File: config.mk
export PLATFORM = sky130hd
export DESIGN_NAME = etapaflops_elastic
export DESIGN_NICKNAME = d
export VERILOG_FILES = /design/src/rtl/etapaflops_elastic.sv
export SDC_FILE = /design/constraint.sdc
export NUM_CORES = 1
export LEC_CHECK = 0
export CORE_ASPECT_RATIO = 1.4
export CORE_MARGIN = 5
export CORE_UTILIZATION = 46
export CTS_BUF_LIST = sky130_fd_sc_hd__clkbuf_4
export DETAILED_ROUTE_END_ITERATION = 8
export GPL_TIMING_DRIVEN = 0
export PLACE_DENSITY = 0.82
export SLEW_MARGIN = 40
export SYNTH_ARGS = -nofsm -noshare
export SYNTH_HDL_FRONTEND = slang
export SYNTH_SLANG_ARGS = --single-unit
File: constraint.sdc
create_clock -name clk_f -period 1.8 [get_ports clk_f]
set_clock_uncertainty 0.15 [all_clocks]
set_input_delay 0.36 -clock clk_f [delete_from_list [all_inputs] [get_ports clk_f]]
set_output_delay 0.36 -clock clk_f [all_outputs]
set_load 0.03 [all_outputs]
File: src/rtl/etapaflops_elastic.sv
// rtl/etapaflops_elastic.sv - LANES x WIDTH elastic register pipeline with flush and beat counter
module etapaflops_elastic #(
    parameter int LANES   = 4,
    parameter int WIDTH   = 8,
    parameter int DEPTH   = 2,
    parameter int COUNT_W = 16
) (
    input  logic                     clk_f,
    input  logic                     reset,
    input  logic [LANES*WIDTH-1:0]   data_in,
    input  logic [LANES-1:0]         valid_in,
    output logic                     in_ready,
    output logic [LANES*WIDTH-1:0]   data_out,
    output logic [LANES-1:0]         valid_out,
    input  logic                     out_ready,
    input  logic                     flush,
    output logic [COUNT_W-1:0]       beat_count
);

    localparam int DW = LANES * WIDTH;

    logic [DEPTH-1:0] occ_q, occ_d;
    logic [DEPTH-1:0] load, leave;
    logic [DEPTH-1:0] src_occ;
    logic [LANES-1:0] v_q   [DEPTH];
    logic [LANES-1:0] v_d   [DEPTH];
    logic [LANES-1:0] src_v [DEPTH];
    logic [DW-1:0]    d_q   [DEPTH];
    logic [DW-1:0]    d_d   [DEPTH];
    logic [DW-1:0]    src_d [DEPTH];
    logic [COUNT_W-1:0] cnt_q, cnt_d;

    // Ready ripples from the output back toward the input in one cycle.
    always_comb begin
        leave = '0;
        load  = '0;
        leave[DEPTH-1] = occ_q[DEPTH-1] & out_ready;
        load[DEPTH-1]  = ~occ_q[DEPTH-1] | leave[DEPTH-1];
        for (int s = DEPTH - 2; s >= 0; s--) begin
            leave[s] = load[s+1];
            load[s]  = ~occ_q[s] | leave[s];
        end
    end

    always_comb begin
        src_occ    = '0;
        src_occ[0] = |valid_in;
        src_v[0]   = valid_in;
        src_d[0]   = data_in;
        for (int s = 1; s < DEPTH; s++) begin
            src_occ[s] = occ_q[s-1];
            src_v[s]   = v_q[s-1];
            src_d[s]   = d_q[s-1];
        end
    end

    always_comb begin
        occ_d = occ_q;
        cnt_d = cnt_q;
        for (int s = 0; s < DEPTH; s++) begin
            v_d[s] = v_q[s];
            d_d[s] = d_q[s];
        end
        if (flush) begin
            occ_d = '0;
            for (int s = 0; s < DEPTH; s++) begin
                v_d[s] = '0;
            end
        end else begin
            for (int s = 0; s < DEPTH; s++) begin
                if (load[s]) begin
                    occ_d[s] = src_occ[s];
                    v_d[s]   = src_v[s];
                    // Idle lanes keep their register contents to avoid toggling.
                    for (int k = 0; k < LANES; k++) begin
                        if (src_v[s][k]) begin
                            d_d[s][k*WIDTH +: WIDTH] = src_d[s][k*WIDTH +: WIDTH];
                        end
                    end
                end
            end
            if (occ_q[DEPTH-1] && out_ready && (cnt_q != '1)) begin
                cnt_d = cnt_q + COUNT_W'(1);
            end
        end
    end

    always_ff @(posedge clk_f) begin
        if (reset) begin
            occ_q <= '0;
            cnt_q <= '0;
            for (int s = 0; s < DEPTH; s++) begin
                v_q[s] <= '0;
                d_q[s] <= '0;
            end
        end else begin
            occ_q <= occ_d;
            cnt_q <= cnt_d;
            for (int s = 0; s < DEPTH; s++) begin
                v_q[s] <= v_d[s];
                d_q[s] <= d_d[s];
            end
        end
    end

    assign in_ready   = load[0] & ~flush;
    assign valid_out  = occ_q[DEPTH-1] ? v_q[DEPTH-1] : '0;
    assign data_out   = d_q[DEPTH-1];
    assign beat_count = cnt_q;

endmodule

Word-level counts from Yosys, hierarchy flattened
Memory sizes are Yosys's and may differ from the RTL's.
Index checks and enable logic that the tools add are counted.
{ "totals": {"register_bits": 18, "ramBits": 72, "inputBits": 40, "output_inout_bits": 53, "elab_cells": 45, "memories": 2} }
{ "mem_list": {"columns": ["name", "depth", "width", "read_ports", "rd_clocked_by_memory_dff", "wr", "line_no", "source"], "rows": [
  ["d_q", 2, 32, 2, 0, 2, "28", "logic [DW-1:0] d_q [DEPTH];"],
  ["v_q", 2, 4, 2, 0, 2, "25", "logic [LANES-1:0] v_q [DEPTH];"]
]} }
{ "classes": {"addsub": 1, "n_eq_ne": 1, "mux": 22, "n_bitwise": 11, "n_reduce_logical": 5} }
{ "ops": {"columns": ["op", "n"], "rows": [
  ["32-bit 2-to-1 mux", 4],
  ["8-bit 2-to-1 mux", 9],
  ["64-bit 2-to-1 mux", 1],
  ["4-bit 2-to-1 mux", 5],
  ["16-bit by 1-bit adder with 16-bit output, second input constant", 1],
  ["16-bit inequality test, second input constant", 1],
  ["1-bit OR", 6],
  ["4-bit OR reduction", 1],
  ["1-bit 2-to-1 mux", 3],
  ["1-bit inverter", 3],
  ["1-bit bitwise AND", 2],
  ["1-bit logical AND", 2],
  ["2-bit AND reduction", 1],
  ["2-bit OR reduction", 1]
]} }

Logic depth before layout (Yosys ltp)
Gate-level depths: netlist (run 1).
{ "logic_depth": {"ltp_word": 6, "ltp_mapped": 6, "mapped_depth_nobuf": 5} }

Worst setup path after synthesis (run 1)
No wires, ideal clock.
{ "synth_path": {"path_type": "register to register", "start": "register cnt_q[0] (netlist: beat_count[0])", "end": "register cnt_q[10] (netlist: beat_count[10])", "setup_ns": 0.123, "arrival_time_ns": 1.928, "required_time_ns": 1.527, "setup_slack_ns": -0.401, "stages_incl_launch_ff": 6, "n_path_buf": 0, "period_less_slack_ns": 2.201, "path_cell_list": "dfxtp_1 ha_1 nand4_1 or4_1 nand3_1 mux2_1"} }
{ "synth_via": {"elab_chain_len": 3, "elab_cells_between_ends": 4, "classes_between": "add/sub (1); eq/ne (1); reduce/logical (2)"} }
{ "synth_lines": {"columns": ["element", "line_no", "source"], "rows": [
  ["start: declaration", "31", "logic [COUNT_W-1:0] cnt_q, cnt_d;"],
  ["start signal: assignment", "98", "cnt_q <= cnt_d;"],
  ["branches (longest 3 deep; another with 16-bit by 1-bit adder with 16-bit output)", null, null]
]} }
Parallel ways; which one is timed is not known.
A chain may end at the register's enable or synchronous reset.

Worst setup path in the final report (run 1)
{ "layout_path": {"start": "register cnt_q[1] (netlist: beat_count[1])", "end": "register cnt_q[15] (netlist: beat_count[15])"} }
The elaborated chain is that of the path after synthesis.

==> insert_results.sql, run 1 <==
INSERT INTO impl_metrics (metric_group, metric, value, unit) VALUES
('yosys', 'yosys_register_bits', '90', ''),
('drt', 'detail_route.wl_per_cell', '15.2', 'um'),
('sta', 'maxSlewViolCount', '0', ''),
('power', 'combinational_fraction_of_design_power', '8.8', '%'),
('global_route', 'grt_start_max_net_pins', '16', ''),
('final_layout', 'final_cell_area', '5150', 'um2'),
('final_layout', 'final-seq-area', '1850', 'um2'),
('sta', 'setup_viol', '8', ''),
('sta', 'slew-limit-headroom', '56.2', '%'),
('power', 'power.density', '667', 'nW/um2'),
('final_layout', 'post-route-util', '63.6', '%'),
('yosys', 'post_synthesis_instance_area', '3780', 'um2'),
('yosys', 'synth.top_cell.area_share', '47.7', '%'),
('clock_tree', 'clock-sinks', '90', ''),
('final_layout', 'multi_input_area', '1800', 'um2'),
('final_layout', 'final.fill_count', '724', ''),
('final_layout', 'post_route_cells_drive_above_1_share', '32.4', '%'),
('yosys', 'syn_avg_cell_area', '9.59', 'um2'),
('clock_tree', 'cts_max_path_buffers', '2', ''),
('power', 'cell_internal_pwr', '2.60', 'mW'),
('outcome', 'failed_checks', 'negative setup slack', ''),
('clock_tree', 'clock-root-buffer', 'clkbuf_4', ''),
('yosys', 'ys_warn_count', '0', ''),
('global_route', 'first_global_vias', '3161', ''),
('setup_path', 'worstPathRequired', '2.01', 'ns'),
('floorplanning', 'placeableCoreArea', '8100', 'um2'),
('job', 'timing.max_cap.violations', '0', ''),
('power', 'switching_share', '24.2', '%'),
('power', 'power_frac_clock', '31.4', '%'),
('sta', 'timing_worst_slew_pin_value', '0.657', 'ns'),
('final_layout', 'layout_nets', '555', ''),
('global_route', 'grt.total_usage', '18.5', '%'),
('yosys', 'mappedNetlistNets', '435', ''),
('placement', 'port_buffer_cells', '92', ''),
('yosys', 'synth.top_cells.by_area', 'dfxtp_1 (48%), mux2i_1 (17%), nor2_1 (7.0%), buf_4 (6.6%), a21oi_1 (2.9%)', ''),
('outcome', 'status', 'finished with violations', ''),
('placement', 'post-dp-hpwl', '6560', 'um'),
('drt', 'avgViaCountPerCell', '5.14', ''),
('floorplanning', 'die_area', '10100', 'um2'),
('floorplanning', 'chipHeight', '117', 'um'),
('drt', 'post_detailed_route_drc_marker_count', '0', ''),
('sta', 'fmax', '0.510', 'GHz'),
('setup_path', 'type_of_the_setup_path_with_the_least_slack', 'flip-flop to flip-flop', ''),
('power', 'sequentialPowerShare', '59.8', '%'),
('power', 'total_power', '3.44', 'mW'),
('global_route', 'antenna_found_initial', '1', ''),
('clock_tree', 'clk-insertion-delay-late', '0.42', 'ns'),
('floorplanning', 'io_pins', '93', ''),
('drt', 'routed-via-count', '3200', ''),
('sta', 'hold_violations', '0', ''),
('yosys', 'synth-xor-area-share', '0', '%'),
('clock_tree', 'tritoncts', 'done', ''),
('global_route', 'global_route.overflow_total', '0', ''),
('floorplanning', 'initial_core_util', '46.6', '%'),
('worst_hold_path', 'hp-class', 'flip-flop to flip-flop', ''),
('yosys', 'synthSimpleGateAreaFrac', '20.7', '%'),
('final_layout', 'layout-area-overhead-vs-synth', '36.4', '%'),
('setup_path', 'timing.critical_path.to_type', 'flip-flop', ''),
('placement', 'place_congestion', '0.788', ''),
('yosys', 'synth.largest_area_cell', 'dfxtp_1', ''),
('yosys', 'synth_area_in_compound_gates', '5.10', '%'),
('power', 'switching_power', '0.832', 'mW'),
('drt', 'antenna_violating_nets_post_route', '0', ''),
('placement', 'post_dp_cell_area', '4880', 'um2'),
('sta', 'worst_case_setup_margin_in_the_final_layout', '-0.159', 'ns'),
('yosys', 'synth_top_family_by_area', 'simple AND/OR/NAND/NOR gates', ''),
('yosys', 'synth_mux_area_share', '17.9', '%'),
('drt', 'postRouteWirelength', '9480', 'um'),
('sta', 'post-route-period-util', '109', '%'),
('yosys', 'synth_seq_area_share', '47.7', '%'),
('yosys', 'synthCells', '394', '');
[cell usage in the layout (no fill, tap or decap), types with 6 or more instances in the layout]
| master | Yosys | final |
|---|---|---|
| dfxtp_2 | 0 | 8 |
| nand4_1 | 6 | 6 |
| nand3_2 | 4 | 8 |
| o31ai_1 | 7 | 7 |
| a21oi_1 | 22 | 15 |
| clkbuf_2 | 0 | 34 |
| mux2i_1 | 64 | 64 |
| nand2_1 | 18 | 18 |
| dfxtp_1 | 90 | 73 |
| dlygate4sd2_1 | 0 | 9 |
| clkdlybuf4s15_1 | 0 | 7 |
| dfxtp_4 | 0 | 9 |
| nor2_1 | 70 | 70 |
| clkbuf_4 | 0 | 9 |
| buf_6 | 0 | 8 |
| a21oi_2 | 0 | 6 |
| clkdlybuf4s50_1 | 0 | 37 |
| buf_4 | 33 | 48 |
| nand3_1 | 11 | 6 |
[flip-flops by register name, indices dropped and copies added, names as in the netlist]
name / cells
d_q: 64
beat_count: 16
v_q: 8
occ_q: 2
[power by group through the flow]
stage	clock network, mW	logic (mW)	registers, mW
final	1.08	0.302	2.05
after global routing	1.21	0.329	2.06
after CTS	1.12	0.307	2.05
after detailed placement	0	0.301	2.10
after global placement	0	0.296	2.09
after floorplan	0	0.160	2.09
[cells in the mapped netlist, drive strengths merged]
library cell and count:
or4 8, nor3 6, nand3b 2, nor2 70, nand2b 2, inv 1
nand4 8, and2 5, buf 36, nor4 2, clkbuf 13, nand3 15
and3b 1, nand2 18, and4 1, o31ai 7, ha 1, a21oi 22
nor2b 4, and3 4, mux2i 64, or2 3, o21ai 6, mux2 3
or3 2, dfxtp 90
[per-stage QoR]
step	instances	hold WS, ns	setup TNS, ns	setup slack [ns]
4_1_cts	620	0.315	-0.347	-0.127
5_1_grt	622	0.335	-1.15	-0.166
6_report	622	0.316	-0.851	-0.159
3_5_place_dp	588	0.298	-42.75	-0.830
2_1_floorplan	394	0.277	-0.227	-0.113
3_3_place_gp	588	0.287	-42.59	-0.828
[cells by family after synthesis]
logic type,Yosys count
buf+inv,50
fa+ha+maj,1
compound gates,35
flops,90
mux,67
simple gates,151
[final timing paths]
kind,end,startpoint,slack (ns),cells after the start
hold / removal,v_q[0][7]$_SDFFE_PP0P_,v_q[0][7]$_SDFFE_PP0P_,0.32,2
hold reg to reg,v_q[0][7]$_SDFFE_PP0P_,v_q[0][7]$_SDFFE_PP0P_,0.32,2
setup reg to reg,beat_count[15]$_SDFFE_PP0P_,beat_count[1]$_SDFFE_PP0P_,-0.16,8
setup / recovery,beat_count[15]$_SDFFE_PP0P_,beat_count[1]$_SDFFE_PP0P_,-0.16,8
[worst max-delay path: stages, from the launching register on]
cell     delay (ns)
dfxtp_4        0.38
ha_4           0.15
nand4_1        0.12
buf_4          0.16
nor4_4         0.04
buf_4          0.14
buf_6          0.11
or4_4          0.50
a21oi_2        0.15
[per-layer routing]
| metal | vias to the layer above | GRT usage, % | share of wire, % |
|---|---|---|---|
| met5 | - | 0 | 0 |
| met2 | 104 | 33.0 | 54 |
| met4 | 0 | 11.1 | 3.6 |
| li1 | 1570 | - | - |
| met1 | 1499 | 20.4 | 37 |
| met3 | 27 | 2.94 | 5.3 |
[final cells by class]
cell class              count  share of cell area [%]
inverters                   1                  0.0728
well taps                 102                    2.48
multi-input cells         254                    34.9
clock inverters             7                    1.34
clock buffers               9                    1.31
repair buffers            112                    17.9
plain buffers              46                    6.14
diodes                      1                  0.0486
flip-flops and latches     90                    35.8
[timing repair]
item / 4_1_cts / 5_1_grt
gates cloned: 1 / 0
resized for setup: 140 / 63
endpoints found under the hold margin: 0 / 0
buffers inserted: 16 / 3
endpoints found under the setup margin: 131 / 96
hold buffers: 0 / 0
pin swaps: 17 / 7
Note: power is estimated with default switching activity, not from simulation.
==> inputs of run 2 (changes only) <==
--- a/config.mk
+++ b/config.mk
@@ -11,6 +11,7 @@
 export CTS_BUF_LIST = sky130_fd_sc_hd__clkbuf_4
 export DETAILED_ROUTE_END_ITERATION = 8
 export GPL_TIMING_DRIVEN = 0
+export MAX_ROUTING_LAYER = met4
 export PLACE_DENSITY = 0.82
 export SLEW_MARGIN = 40
 export SYNTH_ARGS = -nofsm -noshare
==> run 2 against run 1 <==
Effect of this change: largest power group unchanged; clock-buffer cell count stayed put; register-to-register slack gained 0.04 ns; global-route usage is 0.60 points higher; utilization shrank 0.15 points; first-iteration DRC count grew 15%; the flow still finishes with violations (negative setup slack); sequential share of layout area rose by 0.087 points; critical path type unchanged; critical path depth is the same; setup slack better by 0.040 ns; maximum frequency rose by 2.1%; non-clock buffer count unchanged.
==> insert_results.sql, run 2 (synthesis results as in run 1) <==
INSERT INTO impl_metrics (metric_group, metric, value, unit) VALUES
('outcome', 'status', 'finished with violations', ''),
('outcome', 'failed_checks', 'negative setup slack', ''),
('drt', 'antenna_violating_nets_post_route', '0', ''),
('floorplanning', 'die_width', '86.6', 'um'),
('setup_path', 'timing.reg2reg.worst_path_depth', '8', ''),
('sta', 'setup_viol', '8', ''),
('setup_path', 'critical-path-top-cell-by-count', 'buf_4', ''),
('setup_path', 'start_kind', 'flip-flop', ''),
('power', 'power.leakage', '2.38', 'nW'),
('drt', 'avgViaCountPerCell', '5.13', ''),
('clock_tree', 'cts_hold_buf', '0', ''),
('worst_hold_path', 'worst_hold_startpoint', 'v_q[0][7]$_SDFFE_PP0P_', ''),
('setup_path', 'cpMaxStageDelayCell', 'or4_4', ''),
('drt', 'post_detailed_route_drc_marker_count', '0', ''),
('global_route', 'grt.total_usage', '19.1', '%'),
('setup_path', 'timing.critical_path.max_delay_family', 'simple AND/OR/NAND/NOR gates', ''),
('final_layout', 'final.fill_count', '725', ''),
('setup_path', 'worstPathRequired', '2.01', 'ns'),
('placement', 'place_congestion', '0.799', ''),
('drt', 'detail_route.wl_per_cell', '15.2', 'um'),
('placement', 'port_buffer_cells', '92', ''),
('final_layout', 'post_route_cells_drive_above_1_share', '31.8', '%'),
('drt', 'drtIter0Drc', '137', ''),
('final_layout', 'layout.cells.non_filler', '622', ''),
('worst_hold_path', 'min_to', 'v_q[0][7]$_SDFFE_PP0P_', ''),
('sta', 'slew-limit-headroom', '57.2', '%'),
('setup_path', 'rrSetupSlack', '-0.12', 'ns'),
('floorplanning', 'placeableCoreArea', '8100', 'um2'),
('global_route', 'antenna_found_initial', '1', ''),
('sta', 'grt_setup_unrepaired', 'yes', ''),
('clock_tree', 'cts_buffers', '9', ''),
('final_layout', 'layout-area-overhead-vs-synth', '36.1', '%'),
('sta', 'fin_crit', '1.92', 'ns'),
('placement', 'post-dp-hpwl', '6560', 'um'),
('worst_hold_path', 'min_delay_path_depth', '2', ''),
('setup_path', 'worstPathBufferInverterCount', '3', ''),
('setup_path', 'startpoint', 'beat_count[1]$_SDFFE_PP0P_', ''),
('setup_path', 'regToRegEndpoint', 'beat_count[15]$_SDFFE_PP0P_', ''),
('clock_tree', 'clk-insertion-delay-late', '0.41', 'ns'),
('final_layout', 'largest_reg_flops', '64', ''),
('worst_hold_path', 'hp-class', 'flip-flop to flip-flop', ''),
('setup_path', 'timing.critical_path.to_type', 'flip-flop', ''),
('floorplanning', 'row_count', '39', ''),
('floorplanning', 'die_area', '10100', 'um2'),
('floorplanning', 'chipHeight', '117', 'um'),
('drt', 'routed-via-count', '3189', ''),
('setup_path', 'critical_path.reg2reg.startpoint', 'beat_count[1]$_SDFFE_PP0P_', ''),
('sta', 'timing_worst_slew_pin_value', '0.641', 'ns'),
('setup_path', 'crit_path_max_incr_delay', '0.50', 'ns'),
('final_layout', 'register_ranked_first_by_flip_flop_count', 'd_q', ''),
('placement', 'place_ws', '-0.830', 'ns'),
('floorplanning', 'io_pins', '93', ''),
('setup_path', 'critical_path.cell_chain', 'ha_4, nand4_1, buf_4, nor4_4, buf_4, buf_6, or4_4, a21oi_2', ''),
('clock_tree', 'tritoncts', 'done', ''),
('power', 'max-vdd-ir-drop', '0.564', 'mV'),
('drt', 'postRouteWirelength', '9450', 'um'),
('clock_tree', 'clkTransAtPathRegs', '0.14', 'ns'),
('power', 'power.density', '667', 'nW/um2'),
('clock_tree', 'depth_of_the_cts_h_tree', '3', ''),
('final_layout', 'mostFrequentLayoutCell', 'dfxtp_1', ''),
('placement', 'dp_cells', '588', ''),
('setup_path', 'worstPathArrival', '2.13', 'ns'),
('job', 'timing.max_cap.violations', '0', ''),
('setup_path', 'crit_path_max_fanout', '3', ''),
('final_layout', 'layout_nets', '555', ''),
('global_route', 'global_route.overflow_total', '0', ''),
('clock_tree', 'clock-root-buffer', 'clkbuf_4', ''),
('sta', 'post-route-period-util', '107', '%'),
('global_route', 'first_global_vias', '3158', ''),
('final_layout', 'most-common-layout-cells', 'dfxtp_1 (73), nor2_1 (70), mux2i_1 (64)', ''),
('drt', 'detailedRoute.firstPassIterationCount', '4', ''),
('sta', 'hold_violations', '0', ''),
('sta', 'maxSlewViolCount', '0', ''),
('clock_tree', 'cts_max_path_buffers', '2', ''),
('sta', 'tns', '-0.665', 'ns'),
('clock_tree', 'clock-sinks', '90', ''),
('global_route', 'grt_start_max_net_pins', '16', ''),
('floorplanning', 'initial_core_util', '46.6', '%'),
('sta', 'fmax', '0.521', 'GHz'),
('setup_path', 'type_of_the_setup_path_with_the_least_slack', 'flip-flop to flip-flop', ''),
('global_route', 'grt_first_pass_wirelength', '14700', 'um'),
('sta', 'worst_case_setup_margin_in_the_final_layout', '-0.119', 'ns');
run 2: cell counts in the layout (fill, tap and decap cells not counted):
Identical to the previous run, type by type.
run 2: layout make-up:
class                      instances  area, um2  area share (%)
tap                              102        128            2.48
sequential                        90       1850            35.9
multi-input combinational        254       1790            34.7
timing repair buffer             112        923            18.0
inverter                           1       3.75          0.0730
clock inverter                     7       68.8            1.34
buffer                            46        317            6.16
antenna                            1       2.50          0.0487
clock buffer                       9       67.6            1.31
run 2: metal layers:
layer / GRT usage, % / up-vias / part of all wire (%)
li1: - / 1573 / -
met1: 21.0 / 1503 / 38
met2: 33.0 / 93 / 54
met3: 2.24 / 20 / 4.4
met4: 11.1 / 0 / 3.1
met5: - / - / 0
run 2: timing repair:
action,CTS,global route
gates resized for setup,140,60
cloned,1,0
buffers inserted,16,3
endpoints found under the setup margin,131,96
pin swaps,17,6
run 2: tightest hold or removal path, delay by kind of cell (launching register included):
family | cells | cell delay, ns
AO/OA/AOI/OAI | 1 | 0.05
AND/OR/NAND/NOR | 1 | 0.05
flip-flops | 1 | 0.33
run 2: where the power goes:
group / switching (mW) / internal, mW / total, mW / leakage, nW
registers: 0.0272 / 2.03 / 2.05 / 0.742
logic: 0.145 / 0.157 / 0.302 / 1.56
clock network: 0.653 / 0.421 / 1.07 / 0.0715
run 2: metrics by stage:
| stage | hold WS [ns] | utilization (%) | total power [mW] | cell area (um2) |
|---|---|---|---|---|
| after floorplan | 0.277 | - | 2.25 | 3830 |
| after global placement | 0.287 | 60.3 | 2.39 | 4880 |
| after detailed placement | 0.298 | 60.3 | 2.40 | 4880 |
| after CTS | 0.315 | 64.4 | 3.48 | 5220 |
| after global routing | 0.335 | 63.5 | 3.61 | 5140 |
| final | 0.314 | 63.5 | 3.43 | 5140 |
run 2: worst max-delay path by stage:
stage / depth (start not counted) / endpoint / slack, ns
6_report: 8 / beat_count[15]$_SDFFE_PP0P_ / -0.12
5_1_grt: 8 / beat_count[11]$_SDFFE_PP0P_ / -0.17
4_1_cts: 4 / in_ready / -0.13
3_5_place_dp: 5 / in_ready / -0.83
3_3_place_gp: 5 / in_ready / -0.83
2_1_floorplan: 5 / beat_count[2]$_SDFFE_PP0P_ / -0.11
